**src/rtl/scan_mux.sv**
```systemverilog
// Channel scanner: fixed select or masked up/down scan with dwell.
// Output slice, index, valid and wrap are all registered.
module scan_mux #(
   parameter  int W  = 4,
   parameter  int N  = 8,
   localparam int SW = $clog2(N)
) (
   input  logic           clk,
   input  logic           rst_n,
   input  logic [N*W-1:0] in_bus,
   input  logic [1:0]     mode,
   input  logic [SW-1:0]  sel,
   input  logic [N-1:0]   mask,
   input  logic [7:0]     dwell,
   input  logic           step_en,
   output logic [W-1:0]   out,
   output logic [SW-1:0]  ch,
   output logic           out_valid,
   output logic           wrap
);

   localparam logic [1:0] M_FIX  = 2'b00;
   localparam logic [1:0] M_UP   = 2'b01;
   localparam logic [1:0] M_DN   = 2'b10;
   localparam logic [1:0] M_HOLD = 2'b11;

   logic [W-1:0]  chan [N];
   logic [W-1:0]  out_q, out_d;
   logic [SW-1:0] ch_q, ch_d;
   logic          vld_q, vld_d;
   logic          wrap_q, wrap_d;
   logic [7:0]    cnt_q, cnt_d;
   logic [1:0]    pm_q;
   logic [SW-1:0] nxt_up, nxt_dn;
   logic [SW-1:0] up_i, dn_i;
   logic          chg;
   logic          is_fix, is_scan, is_hold;
   logic          up;
   logic          sel_ok;

   for (genvar k = 0; k < N; k++) begin : g_chan
      assign chan[k] = in_bus[k*W +: W];
   end

   assign chg     = (mode != pm_q);
   assign is_fix  = (mode == M_FIX);
   assign is_hold = (mode == M_HOLD);
   assign is_scan = (mode == M_UP) || (mode == M_DN);
   assign up      = (mode == M_UP);
   assign sel_ok  = (int'(sel) < N);

   // nearest masked-in channel above and below the current one
   always_comb begin
      nxt_up = ch_q;
      nxt_dn = ch_q;
      up_i   = '0;
      dn_i   = '0;
      for (int i = N - 1; i >= 1; i--) begin
         up_i = SW'((int'(ch_q) + i) % N);
         dn_i = SW'((int'(ch_q) + N - i) % N);
         if (mask[up_i]) nxt_up = up_i;
         if (mask[dn_i]) nxt_dn = dn_i;
      end
   end

   // per-mode next state; mode change always clears dwell count
   always_comb begin
      ch_d   = ch_q;
      out_d  = out_q;
      vld_d  = vld_q;
      cnt_d  = cnt_q;
      wrap_d = 1'b0;
      unique case (1'b1)
         is_fix: begin
            cnt_d = '0;
            if (sel_ok) begin
               ch_d  = sel;
               vld_d = 1'b1;
               out_d = chan[sel];
            end else begin
               vld_d = 1'b0;
            end
         end
         is_scan: begin
            if (mask == '0) begin
               vld_d = 1'b0;
            end else begin
               if (step_en && !chg) begin
                  if (cnt_q >= dwell) begin
                     cnt_d  = '0;
                     ch_d   = up ? nxt_up : nxt_dn;
                     wrap_d = up ? (ch_d <= ch_q)
                                 : (ch_d >= ch_q);
                  end else begin
                     cnt_d = cnt_q + 8'd1;
                  end
               end
               vld_d = 1'b1;
               out_d = chan[ch_d];
            end
         end
         is_hold: begin
         end
      endcase
      if (chg) cnt_d = '0;
   end

   // state registers, cleared asynchronously
   always_ff @(posedge clk or negedge rst_n) begin
      if (!rst_n) begin
         out_q  <= '0;
         ch_q   <= '0;
         vld_q  <= 1'b0;
         wrap_q <= 1'b0;
         cnt_q  <= '0;
         pm_q   <= M_FIX;
      end else begin
         out_q  <= out_d;
         ch_q   <= ch_d;
         vld_q  <= vld_d;
         wrap_q <= wrap_d;
         cnt_q  <= cnt_d;
         pm_q   <= mode;
      end
   end

   assign out       = out_q;
   assign ch        = ch_q;
   assign out_valid = vld_q;
   assign wrap      = wrap_q;

endmodule

```
**config.mk**
```make
export PLATFORM = sky130hd
export DESIGN_NAME = scan_mux
export DESIGN_NICKNAME = d
export VERILOG_FILES = /design/src/rtl/scan_mux.sv
export SDC_FILE = /design/constraint.sdc
export NUM_CORES = 1
export LEC_CHECK = 0
export BUFFER_PORTS_ARGS = -buffer_cell sky130_fd_sc_hd__buf_2
export CAP_MARGIN = 20
export CORE_AREA = 4 4 83 85
export DETAILED_ROUTE_END_ITERATION = 6
export DIE_AREA = 0 0 87 89
export GPL_TIMING_DRIVEN = 0
export PLACE_DENSITY = 0.73
export RECOVER_POWER = 25
export SYNTH_ARGS = -nofsm -noshare
export SYNTH_HDL_FRONTEND = slang
export SYNTH_SLANG_ARGS = --single-unit
```
**constraint.sdc**
```tcl
create_clock -name clk -period 7.3 [get_ports clk]
set_input_delay 0.365 -clock clk [delete_from_list [all_inputs] [get_ports clk]]
set_output_delay 0.365 -clock clk [all_outputs]
set_load 0.02 [all_outputs]
```
==> flow_metrics.tcl, run 1 <==
set metrics [dict create \
    status "complete, no violations" \
    pwr-share-clk_pct 6.6 \
    clk_latency_ps 260 \
    cts_tree "yes" \
    grt_max_degree 20 \
    synth_seq_area_share_pct 15.7 \
    pwr-share-seq_pct 12.5 \
    routed_via_density 6.27 \
    avgSynthCellArea_um2 8.62 \
    track_usage_pct 21.6 \
    path_class "flop to flop" \
    period_needed_ps 4410 \
    grt_pass1_wl_um 13600 \
    p_sw_uw 585 \
    grt_pass1_vias 2998 \
    setup.worst_path.start_class "flop" \
    combPwrFrac_pct 80.9 \
    grt.met3_usage_pct 1.47 \
    yosys_warnings 0 \
    synthCells 351 \
    clockBufferDepth 2 \
    synthFlopType "dfrtp_1" \
    post_cts_buffers 0 \
    cts_buffers 3 \
    use_met1_pct 29.2 \
    synth_area_um2 3020 \
    vias 3091 \
    critPathRequiredTime_ps 7470 \
    dp_hpwl_um 6490 \
    finalHoldViolCount 0 \
    fillers 562 \
    worstSetupEndpointType "flop" \
    async_flop_share_pct 100 \
    fin_area_um2 3470 \
    finalNetCount 490 \
    switching_share_pct 51.2 \
    final_cell_mix "62 x buf_2, 30 x a21oi_1, 29 x nand2_1" \
    tightest_slew_ps 1020 \
    use_met2_pct 36.2 \
    report.final.slew_viol_count 0 \
    p_leak_uw 0.00155 \
    reg2reg_setup_slack_ps 2890 \
    die_h_um 89 \
    hold_buffers 0 \
    arrival_ps 4580 \
    rows 29 \
    io_pins 65 \
    slew_headroom_pct 31.7 \
    gp_congestion 0.924 \
    drive_gt1_share_pct 27.4 \
    ys_ff_latch 19 \
    clk_pin_slew_ps 70 \
    final_util_pct 55.9 \
    rsz0062_at_grt "no" \
    synth_edf_count 0 \
    wl_um 8250 \
    max_cap_violations 0 \
    postPlaceCellArea_um2 3430 \
    fin_skew_ps 3.29 \
    fp.dieW_um 87 \
    post_cts_resize_count 0 \
    max_freq_mhz 227 \
    first_pass_iters 5 \
    initial_core_util_pct 48.7 \
    worstHoldPathType "primary input to asynchronous set/reset pin" \
    p_int_uw 559 \
    coreArea_um2 6200 \
    cts_root_buf "clkbuf_8" \
    ant_nets 0 \
    htreeDepth 1 \
    ir_drop_mv 0.214 \
    antenna_found_initial 0 \
    setup_viol 0 \
    synth.distinct_cells 65 \
    numClockSinks 19 \
    syn_nets 424 \
    power.density_nw_per_um2 330 \
    drc 0 \
    area_delta_synth_final_pct 14.6 \
    antennaDiodeCount 0 \
    worstPathMaxFanout 10 \
    post_drt_wl_per_cell_um 16.7 \
    die_area_um2 7740 \
    drt_iter0_drc 210 \
    numPortBuffers 61 \
    grt_busiest_layer "met2" \
    period_share_pct 60.5 \
    layout_commonest_cell "buf_2" \
    setup_tns_ps 0 \
    overflow 0 \
]
-- metal layers --
layer	vias to the layer above	routed length (µm)
met3	19	536
met5	-	0
met1	1447	3710
li1	1472	-
met2	153	3830
met4	0	165
-- worst paths after layout --
check	startpoint	to	depth (start not counted)
max	ch[0]	out[3]	19
max reg2reg	ch[0]	out[3]	19
min reg2reg	out[1]	out[1]	2
min in group clk	mode[1]	pm_q[1]	1
max in group asynchronous	rst_n	ch[1]	1
min	rst_n	cnt_q[3]	1
-- area by class of cell --
| class | count | area, µm² | area share, % |
|---|---|---|---|
| plain buffers | 19 | 121 | 3.50 |
| clock buffers | 4 | 45.0 | 1.30 |
| inverters | 27 | 104 | 3.00 |
| repair buffers | 61 | 302 | 8.70 |
| flip-flops and latches | 19 | 475 | 13.7 |
| multi-input cells | 286 | 2320 | 67.0 |
| well taps | 77 | 96.3 | 2.78 |
-- power by group through the flow --
stage / clock network (µW) / registers (µW) / logic [µW]
2_1_floorplan: 0 / 161 / 698
3_3_place_gp: 0 / 145 / 892
4_1_cts: 76.5 / 142 / 912
3_5_place_dp: 0 / 144 / 906
5_1_grt: 83.6 / 145 / 1010
6_report: 75.6 / 143 / 925
-- critical path, cell delays in order (launching register included) --
cell and delay (ps):
dfrtp_1 440, buf_6 180, buf_8 150, buf_2 250, inv_1 120, ha_1 200, buf_2 170, xnor2_2 350
mux2_2 390, mux2i_1 280, or4b_1 480, a21oi_1 130, or3_1 130, buf_6 140, inv_4 50, a21boi_4 180
buf_6 170, nand2_1 60, a41o_1 220, o31ai_1 230
-- synthesized netlist by cell type (3+ instances only) --
library cell / n / share of area, %
a21oi_1: 30 / 5.0
nand2_1: 29 / 3.6
inv_1: 25 / 3.1
o21ai_0: 24 / 4.0
mux2i_1: 20 / 6.6
dfrtp_1: 19 / 16
nor2_1: 19 / 2.4
ha_1: 17 / 7.0
mux4_2: 17 / 13
mux2_2: 13 / 4.8
o211ai_1: 10 / 2.5
clkbuf_1: 9 / 1.1
nand2b_1: 7 / 1.4
and2_1: 6 / 1.2
a211oi_1: 5 / 1.2
nand3_1: 5 / 0.83
o31ai_1: 5 / 1.2
a31oi_1: 4 / 0.83
and3_1: 4 / 0.83
buf_2: 4 / 0.66
buf_6: 4 / 1.5
o221ai_1: 4 / 1.2
o22ai_1: 4 / 0.83
xor2_1: 4 / 1.2
a21o_1: 3 / 0.74
a31o_2: 3 / 0.87
a41o_1: 3 / 0.99
mux2_1: 3 / 1.1
nand3b_1: 3 / 0.74
nor2b_1: 3 / 0.62
xnor2_1: 3 / 0.87
-- state kept, by name, summed over array words and instances (netlist names) --
name / count
cnt_q: 8
out: 4
out_valid: 1
ch: 3
pm_q: 2
wrap: 1
-- cells by family after synthesis --
family / after synthesis / share of synthesized area (%)
flip-flops: 19 / 15.7
AO/OA/AOI/OAI: 117 / 26.3
XOR/XNOR: 8 / 2.57
AND/OR/NAND/NOR: 90 / 14.9
buffers and inverters: 46 / 7.45
multiplexers: 54 / 26.0
adder cells (fa/ha/maj): 17 / 7.03
-- metrics by stage --
stage          hold slack (ps)  std cells  setup WS (ps)  total power (µW)
6_report                   254        493           2890              1140
5_1_grt                    307        493           2450              1240
4_1_cts                   40.9        493           2910              1130
3_5_place_dp               332        489           2930              1050
3_3_place_gp               327        489           2990              1040
2_1_floorplan             69.4        351           3310               859
Note: power is estimated with default switching activity, not from simulation.
==> run 2, diff against run 1 <==
- clock period: 7.3 -> 4.2 ns (I/O delays scaled with it)
==> run 2 against run 1 <==
Compared with the run above:
- setup slack worse by 2700 ps
- register-to-register slack got worse by 2700 ps
- cell count grew 1.4%
- count of clock-buffer cells in the layout did not move
- wire length up 5.5%
- combinational power increased by 97%
- critical endpoint is now out[0]
- largest cell class unchanged
- highest routed layer unchanged
==> flow_metrics.tcl, run 2 (same netlist as run 1, synthesis figures left out) <==
set metrics [dict create \
    status "complete, no violations" \
    numClockSinks 19 \
    regMostFlops "cnt_q" \
    post_drt_wl_per_cell_um 17.4 \
    coreArea_um2 6200 \
    routed_via_density 6.32 \
    cts_root_buf "clkbuf_8" \
    cts_buffers 3 \
    clockBufferDepth 2 \
    setup_tns_ps 0 \
    drc 0 \
    setup_viol 0 \
    antennaDiodeCount 0 \
    numPortBuffers 61 \
    die_h_um 89 \
    vias 3160 \
    area_delta_synth_final_pct 20.3 \
    die_area_um2 7740 \
    period_needed_ps 4050 \
    fin_skew_ps 0.916 \
    grt_max_degree 20 \
    report.final.slew_viol_count 0 \
    critical_path.top_delay_family "compound AO/OA/AOI/OAI gates" \
    arrival_ps 4190 \
    p_leak_uw 0.00160 \
    max_stage_delay_ps 430 \
    worstSetupEndpointType "flop" \
    final_cell_mix "60 x buf_2, 29 x nand2_1, 26 x a21oi_1" \
    final_util_pct 58.6 \
    fillers 551 \
    use_met2_pct 36.8 \
    power.density_nw_per_um2 605 \
    ir_drop_mv 0.449 \
    dp_hpwl_um 6490 \
    antenna_found_initial 0 \
    initial_core_util_pct 48.7 \
    wl_um 8700 \
    clk_latency_ps 260 \
    critPathRequiredTime_ps 4340 \
    cp_slowest_cell "dfrtp_2" \
    crit_buf_inv 6 \
    io_pins 65 \
    grt_pass1_vias 3023 \
    first_pass_iters 5 \
    setup.worst_path.start_class "flop" \
    layout_commonest_cell "buf_2" \
    track_usage_pct 21.9 \
    path_class "flop to flop" \
    max_freq_mhz 247 \
    fp.dieW_um 87 \
    tightest_slew_ps 1020 \
    clk_pin_slew_ps 70 \
    grt_pass1_wl_um 13800 \
    cts_tree "yes" \
    gp_congestion 0.924 \
    finalNetCount 497 \
    period_share_pct 96.5 \
    slew_headroom_pct 31.8 \
    rows 29 \
    cp_cell_sequence "buf_8 > buf_8 > buf_6 > inv_1 > ha_1 > buf_4 > mux4_2 > a22oi_2 > and2_1 > o311ai_1 > a21oi_2 > o32ai_4 > a21o_1 > buf_4 > mux2_2 > a41oi_1 > o211ai_2" \
    worstPathMaxFanout 10 \
    largest_register_ffs 8 \
    grt_busiest_layer "met2" \
    finalHoldViolCount 0 \
    max_cap_violations 0 \
    drt_iter0_drc 236 \
    overflow 0 \
    htreeDepth 1 \
    use_met1_pct 29.4 \
    worstHoldPathType "primary input to flop" \
    grt.met3_usage_pct 1.38 \
    ant_nets 0 \
    drive_gt1_share_pct 31.4 \
]
run 2: changes by cell type in the layout (fill, tap and decap cells not counted), moves of 2 or more:
cell / delta
a2111oi_0: -2
buf_2: -2
buf_4: +7
a21oi_2: +4
a21oi_1: -4
mux2i_1: -2
run 2: final timing paths:
| check | start | endpoint | slack, ps | cells after the start |
|---|---|---|---|---|
| hold reg to reg | out_valid | out_valid | 510 | 1 |
| setup reg to reg | ch[0] | out[0] | 150 | 17 |
| setup / recovery | ch[0] | out[0] | 150 | 17 |
| min in group asynchronous | rst_n | cnt_q[3] | 640 | 2 |
| max in group asynchronous | rst_n | ch[0] | 2870 | 2 |
| hold / removal | mode[1] | pm_q[1] | 160 | 1 |
run 2: repair_timing:
| action | in CTS | in global routing |
|---|---|---|
| hold endpoints to repair | 19 | 0 |
| pin swaps | 0 | 3 |
| gates cloned | 0 | 1 |
| gates resized for setup | 7 | 15 |
| endpoints found under the setup margin | 5 | 5 |
| hold buffers | 1 | 0 |
| buffers inserted | 0 | 6 |
run 2: power by group:
part           internal (µW)  total (µW)  switching (µW)
sequential               215         252            37.3
combinational            799        1820            1020
clock                   67.6         132            64.3
run 2: worst reg2reg max path: cells and delay by family (launching register included):
kind	cells	cell delay (ps)
AOI/OAI and AO/OA	7	1300
adders and majority gates	1	380
buffers and inverters	6	950
DFF	1	430
muxes	2	680
and+or+nand+nor	1	180
run 2: area by class of cell:
cell class              count  area (µm²)  share of cell area [%]
multi-input cells         287        2430                    66.8
flip-flops and latches     19         477                    13.1
repair buffers             68         357                    9.80
plain buffers              18         130                    3.58
inverters                  27         104                    2.85
well taps                  77        96.3                    2.65
clock buffers               4        45.0                    1.24
run 2: routing by layer:
layer	wire length [µm]	vias up
li1	-	1484
met1	3670	1483
met2	4130	174
met3	734	19
met4	163	0
met5	0	-
run 2: through the flow:
step	worst slack (ps)	hold WS, ps	total power (µW)	cell area (µm²)	std cells
floorplan	209	-85.6	1490	3020	351
global placement	-106	172	1800	3430	489
detailed placement	-170	177	1820	3430	489
CTS	14.9	117	2010	3510	494
global route	-11.5	152	2360	3640	500
finish	145	163	2200	3640	500
